==> src/rtl/button_event_ctrl_pkg.sv <==
// Shared definitions for the button event controller: event codes and
// FSM state encodings, also used by the menu FSM and the testbench.
package button_event_ctrl_pkg;

    // Event codes presented on evt_code
    localparam logic [1:0] EVT_NONE   = 2'b00;
    localparam logic [1:0] EVT_SHORT  = 2'b01;
    localparam logic [1:0] EVT_LONG   = 2'b10;
    localparam logic [1:0] EVT_DOUBLE = 2'b11;

    // Press/gap tracking states
    typedef enum logic [2:0] {
        ST_IDLE   = 3'd0,
        ST_PRESS1 = 3'd1,
        ST_GAP    = 3'd2,
        ST_PRESS2 = 3'd3,
        ST_HOLD   = 3'd4
    } state_t;

endpackage

==> src/rtl/button_event_ctrl_if.sv <==
// Valid/ready event channel between the button event controller and its
// consumer, plus the sticky overrun flag.
interface button_event_ctrl_if;

    logic       evt_valid;
    logic       evt_ready;
    logic [1:0] evt_code;
    logic       evt_overrun;

    modport master (
        output evt_valid,
        output evt_code,
        output evt_overrun,
        input  evt_ready
    );

    modport slave (
        input  evt_valid,
        input  evt_code,
        input  evt_overrun,
        output evt_ready
    );

endinterface

==> src/rtl/button_event_ctrl_sync_2ff.sv <==
// Two-flop synchronizer for a single asynchronous level input.
// Reusable for any slow asynchronous control signal.
module sync_2ff (
    input  logic clk,
    input  logic rst,
    input  logic i_d,
    output logic o_q
);

    logic r_meta;
    logic r_sync;

    // Two-stage capture of the asynchronous input
    always_ff @(posedge clk) begin
        if (rst) begin
            r_meta <= 1'b0;
            r_sync <= 1'b0;
        end else begin
            r_meta <= i_d;
            r_sync <= r_meta;
        end
    end

    assign o_q = r_sync;

endmodule

==> src/rtl/button_event_ctrl.sv <==
// Button event controller: turns a debounced button level into short,
// long and double-click events timed in tick units, delivered once each
// on a valid/ready channel with a sticky drop flag.
module button_event_ctrl
    import button_event_ctrl_pkg::*;
#(
    parameter int P_LONG_TICKS   = 100,
    parameter int P_DOUBLE_TICKS = 25,
    parameter int P_CNT_W        = 8
) (
    input  logic                 aclk,
    input  logic                 reset,
    input  logic                 tick,
    input  logic                 en,
    input  logic                 button_filtered,
    output logic                 busy,
    button_event_ctrl_if.master  evt
);

    // Counter values at which the deciding tick arrives
    localparam logic [P_CNT_W-1:0] C_LONG_LAST   = P_CNT_W'(P_LONG_TICKS - 1);
    localparam logic [P_CNT_W-1:0] C_DOUBLE_LAST = P_CNT_W'(P_DOUBLE_TICKS - 1);

    logic               w_en_s;
    state_t             r_state;
    state_t             w_state_nxt;
    logic [P_CNT_W-1:0] r_cnt;
    logic               w_emit;
    logic [1:0]         w_emit_code;
    logic               r_valid;
    logic [1:0]         r_code;
    logic               r_overrun;
    logic               r_busy;

    sync_2ff u_en_sync (
        .clk (aclk),
        .rst (reset),
        .i_d (en),
        .o_q (w_en_s)
    );

    // State register; busy mirrors the state being entered so it matches r_state
    always_ff @(posedge aclk) begin
        if (reset) begin
            r_state <= ST_IDLE;
            r_busy  <= 1'b0;
        end else begin
            r_state <= w_state_nxt;
            r_busy  <= (w_state_nxt != ST_IDLE);
        end
    end

    // Next-state and event decision; thresholds beat release, press beats timeout
    always_comb begin
        w_state_nxt = r_state;
        w_emit      = 1'b0;
        w_emit_code = EVT_NONE;
        if (!w_en_s) begin
            w_state_nxt = ST_IDLE;
        end else begin
            case (r_state)
                ST_IDLE: begin
                    if (button_filtered) w_state_nxt = ST_PRESS1;
                end
                ST_PRESS1: begin
                    if (tick && (r_cnt == C_LONG_LAST)) begin
                        w_state_nxt = ST_HOLD;
                        w_emit      = 1'b1;
                        w_emit_code = EVT_LONG;
                    end else if (!button_filtered) begin
                        w_state_nxt = ST_GAP;
                    end
                end
                ST_GAP: begin
                    if (button_filtered) begin
                        w_state_nxt = ST_PRESS2;
                    end else if (tick && (r_cnt == C_DOUBLE_LAST)) begin
                        w_state_nxt = ST_IDLE;
                        w_emit      = 1'b1;
                        w_emit_code = EVT_SHORT;
                    end
                end
                ST_PRESS2: begin
                    if (!button_filtered) begin
                        w_state_nxt = ST_IDLE;
                        w_emit      = 1'b1;
                        w_emit_code = EVT_DOUBLE;
                    end
                end
                ST_HOLD: begin
                    if (!button_filtered) w_state_nxt = ST_IDLE;
                end
                default: begin
                    w_state_nxt = ST_IDLE;
                end
            endcase
        end
    end

    // Tick counter: cleared on every state entry, saturates instead of wrapping
    always_ff @(posedge aclk) begin
        if (reset || !w_en_s || (w_state_nxt != r_state)) begin
            r_cnt <= '0;
        end else if (tick && (r_cnt != '1)) begin
            r_cnt <= r_cnt + 1'b1;
        end
    end

    // Output event register: load when the slot is free or being drained, else flag a drop
    always_ff @(posedge aclk) begin
        if (reset) begin
            r_valid   <= 1'b0;
            r_code    <= EVT_NONE;
            r_overrun <= 1'b0;
        end else if (w_emit) begin
            if (!r_valid || evt.evt_ready) begin
                r_valid <= 1'b1;
                r_code  <= w_emit_code;
            end else begin
                r_overrun <= 1'b1;
            end
        end else if (r_valid && evt.evt_ready) begin
            r_valid <= 1'b0;
            r_code  <= EVT_NONE;
        end
    end

    assign evt.evt_valid   = r_valid;
    assign evt.evt_code    = r_code;
    assign evt.evt_overrun = r_overrun;
    assign busy            = r_busy;

endmodule

==> src/flat_wrapper.sv <==
// flat-port wrapper written by rule: the top's interface ports become plain ports
module button_event_ctrl_flat import button_event_ctrl_pkg::*;
#(
    parameter int P_LONG_TICKS   = 100,
    parameter int P_DOUBLE_TICKS = 25,
    parameter int P_CNT_W        = 8
)
  (aclk, reset, tick, en, button_filtered, busy, evt_evt_valid, evt_evt_code, evt_evt_overrun, evt_evt_ready);
  button_event_ctrl_if evt_i ();
  input  logic aclk;
  input  logic reset;
  input  logic tick;
  input  logic en;
  input  logic button_filtered;
  output logic busy;
  output wire logic [$bits(evt_i.evt_valid)-1:0] evt_evt_valid;
  output wire logic [$bits(evt_i.evt_code)-1:0] evt_evt_code;
  output wire logic [$bits(evt_i.evt_overrun)-1:0] evt_evt_overrun;
  input wire logic [$bits(evt_i.evt_ready)-1:0] evt_evt_ready;
  assign evt_evt_valid = evt_i.evt_valid;
  assign evt_evt_code = evt_i.evt_code;
  assign evt_evt_overrun = evt_i.evt_overrun;
  assign evt_i.evt_ready = evt_evt_ready;
  button_event_ctrl #(.P_LONG_TICKS(P_LONG_TICKS), .P_DOUBLE_TICKS(P_DOUBLE_TICKS), .P_CNT_W(P_CNT_W)) u_core (.aclk(aclk), .reset(reset), .tick(tick), .en(en), .button_filtered(button_filtered), .busy(busy), .evt(evt_i));
endmodule
==> config.mk <==
export PLATFORM = sky130hd
export DESIGN_NAME = button_event_ctrl_flat
export DESIGN_NICKNAME = d
export VERILOG_FILES = /design/src/rtl/button_event_ctrl_pkg.sv /design/src/rtl/button_event_ctrl_if.sv /design/src/rtl/button_event_ctrl_sync_2ff.sv /design/src/rtl/button_event_ctrl.sv /design/src/flat_wrapper.sv
export SDC_FILE = /design/constraint.sdc
export NUM_CORES = 1
export LEC_CHECK = 0
export ABC_AREA = 1
export BUFFER_PORTS_ARGS = -buffer_cell sky130_fd_sc_hd__buf_2
export CAP_MARGIN = 0
export CORE_MARGIN = 2
export CORE_UTILIZATION = 40
export DETAILED_ROUTE_END_ITERATION = 10
export PLACE_DENSITY = 0.64
export SETUP_SLACK_MARGIN = 0.15
export SLEW_MARGIN = 20
export SYNTH_ARGS = -nofsm -noshare
export SYNTH_HDL_FRONTEND = slang
export SYNTH_HIERARCHICAL = 1
export SYNTH_SLANG_ARGS = --single-unit
==> constraint.sdc <==
create_clock -name aclk -period 2.5 [get_ports aclk]
set_input_delay 0 -clock aclk [delete_from_list [all_inputs] [get_ports aclk]]
set_output_delay 0 -clock aclk [all_outputs]
set_load 0.03 [all_outputs]
==> results.toml <==
[sta]
maxClockFrequency_mhz = 650
timing.final.crit_period_ns = 1.54
hold_ws_ns = 0.0134
hold_violations = 0
relSlewSlack_pct = 80.7
clock_skew_ns = 0.00492
finalCritPeriodShare_pct = 61.6
setup_violations = 0
slew_viol_final = 0
worst_pin_slew_ns = 0.289
final.setup.tns_ns = 0
rsz0062_at_grt = "no"

[outcome]
outcome = "complete, no violations"

[global_route]
overflow = 0
grt_max_degree = 11
track_usage_pct = 15.7
grt_pass1_wl_um = 3150
grt_pass1_vias = 797
antenna_found_initial = 0

[logic_synthesis]
synth_top_flop_cell = "dfxtp_1"
synth_xor_area_share_pct = 5.53
synthesis.area_sq_um = 951
synth_top_family_by_area = "simple AND/OR/NAND/NOR gates"
synth_mux_area_share_pct = 0
syn_inst = 138
seq_area_frac_synth_pct = 37.9
syn_area_per_cell_sq_um = 6.89
synth-edff-count = 0
async_flop_share_pct = 0
yosys-top-cells-area = "dfxtp_1 (38%), nand2_1 (11%), nor2_1 (9.9%)"
ys_ff_latch = 18
netlist.area_leader.share_pct = 37.9
synth_cell_type_count = 20
synth-adder-area-share_pct = 2.63
yosys_warnings = 6
syn_nets = 146
yosysMostFrequentCell = "nand2_1"
synth_commonest_cells = "nand2_1 (29), nor2_1 (25), inv_1 (20), dfxtp_1 (18), nand3_1 (13)"
synth_area_leader_cell = "dfxtp_1"
synth-simple-area-share_pct = 38.6
synth_compound_area_share_pct = 6.18

[setup_path]
cp_max_fo = 8
crit_chain = "ha_1 > nand2_1 > nor2_2 > nand2_1 > nand2_1 > nand3_1 > nand2_1 > nand2_1 > nand3_4 > nor2_1"
path_class = "flop to flop"
critPathLaunchType = "flop"
required_ns = 2.70
rrSetupSlack_ns = 0.96
critPathMaxStageDelay_ns = 0.37
cp_slowest_cell = "dfxtp_1"
crit_arrival_ns = 1.74
cpMostUsedCell = "nand2_1"
crit_path_end_kind = "flop"

[clock_network]
cts_resized = 0
clock-sinks = 18
cts_root_buf = "clkbuf_4"
htree_num_levels = 1
clk_pin_slew_ns = 0.11
clk_latency_ns = 0.30
cts_made_buffers = 3
postCtsSetupRepairBufs = 0
cts_buffer_depth = 2
cts_tree = "yes"

[floorplanning]
fp.dieW_um = 52.8
rows = 17
dieArea_sq_mm = 0.00278
initial_utilization_pct = 42.6
num_io_pins = 11
core_area_sq_mm = 0.00223
die-height_um = 52.8

[layout]
num_antenna_cells = 0
nNetsFinal = 163
syn_to_final_growth_pct = 15.4
post-route-util_pct = 49.1
drive_above_1_share_pct = 17.5
fill_cells = 228

[power]
leakage_nw = 0.467
p_per_area_mw_per_mm2 = 457
ir_drop_mv = 0.326
total_power_uw = 502

[drt]
wirelength_um = 1720
drt_iter0_drc = 15
post-route-drc-count = 0
via_per_inst = 4.68
ant_nets = 0
firstDrtPassIters = 4
wl_per_cell_um = 9.47
vias = 851

[placed_design]
portBuffers = 10
gp_congestion = 0.909
place_hpwl_um = 1310

[hold_path]
hold_path.class = "input port to flop"

[job]
drv_cap = 0
==> state kept, by name (all words and copies together) (netlist names) <==
register	flops
u_core/busy	1
u_core/evt.evt_code	2
u_core/evt.evt_overrun	1
u_core/evt.evt_valid	1
u_core/r_cnt	8
u_core/r_state	3
u_core/u_en_sync/o_q	1
u_core/u_en_sync/r_meta	1
==> cell families after synthesis <==
| group | Yosys count |
|---|---|
| xor gates and xnor gates | 6 |
| AOI/OAI and AO/OA | 10 |
| DFF | 18 |
| buffers and inverters | 23 |
| and+or+nand+nor | 79 |
| adders and majority gates | 2 |
==> cell usage in the layout (no fill, tap or decap) <==
cell type	count
nand2_1	29
nor2_1	25
inv_1	20
dfxtp_1	18
nand3_1	13
buf_2	10
xor2_1	6
nand2_2	4
a21oi_1	4
clkbuf_4	3
dlygate4sd3_1	3
o21ai_0	3
inv_2	2
nor2_2	2
nand3_2	2
nand4_1	2
ha_1	2
clkbuf_8	1
nor2_4	1
o21ai_2	1
o211ai_1	1
nand3_4	1
o21a_1	1
==> layer usage <==
| metal | wire length [um] | up-vias | global-route usage (%) |
|---|---|---|---|
| li1 | - | 457 | - |
| met1 | 887 | 377 | 19.5 |
| met2 | 736 | 12 | 24.4 |
| met3 | 47 | 5 | 2.57 |
| met4 | 53 | 0 | 10.7 |
| met5 | 0 | - | 0 |
==> worst max-delay path: cells and delay by family (launching register included) <==
| kind | cells | cell delay [ns] |
|---|---|---|
| simple gates | 9 | 0.87 |
| fa+ha+maj | 1 | 0.21 |
| flops | 1 | 0.37 |
==> final cells by class <==
class / instances / area (sq um) / area share [%]
multi-input cells: 97 / 503 / 45.8
inverters: 22 / 82.6 / 7.53
clock buffers: 4 / 36.3 / 3.31
repair buffers: 13 / 80.1 / 7.30
flip-flops and latches: 18 / 360 / 32.8
well taps: 28 / 35.0 / 3.19
==> stage by stage <==
stage | setup WS (ns) | area (sq um) | cells
after floorplan | 1.16 | 951 | 138
after global placement | 0.993 | 1030 | 175
after detailed placement | 0.979 | 1030 | 175
after CTS | 0.952 | 1100 | 182
after global routing | 0.761 | 1100 | 182
final | 0.961 | 1100 | 182
==> report_power, final <==
group          total (mW)  internal (mW)  switching (mW)
Combinational      0.0254         0.0106          0.0148
Clock               0.185         0.0889          0.0962
Sequential          0.291          0.289         0.00233
==> worst paths after layout <==
path	cells after the start	startpoint	endpoint
worst max-delay path	10	u_core/r_cnt[0]	u_core/r_cnt[4]
worst min-delay path	4	evt_evt_ready	u_core/evt.evt_code[0]
worst max register to register	10	u_core/r_cnt[0]	u_core/r_cnt[4]
worst min register to register	2	u_core/u_en_sync/r_meta	u_core/u_en_sync/o_q
==> timing repair <==
action | CTS | global route
hold buffers | 3 | 0
endpoints found under the setup margin | 0 | 0
hold endpoints to repair | 8 | 0
(Power assumes the default switching activity.)
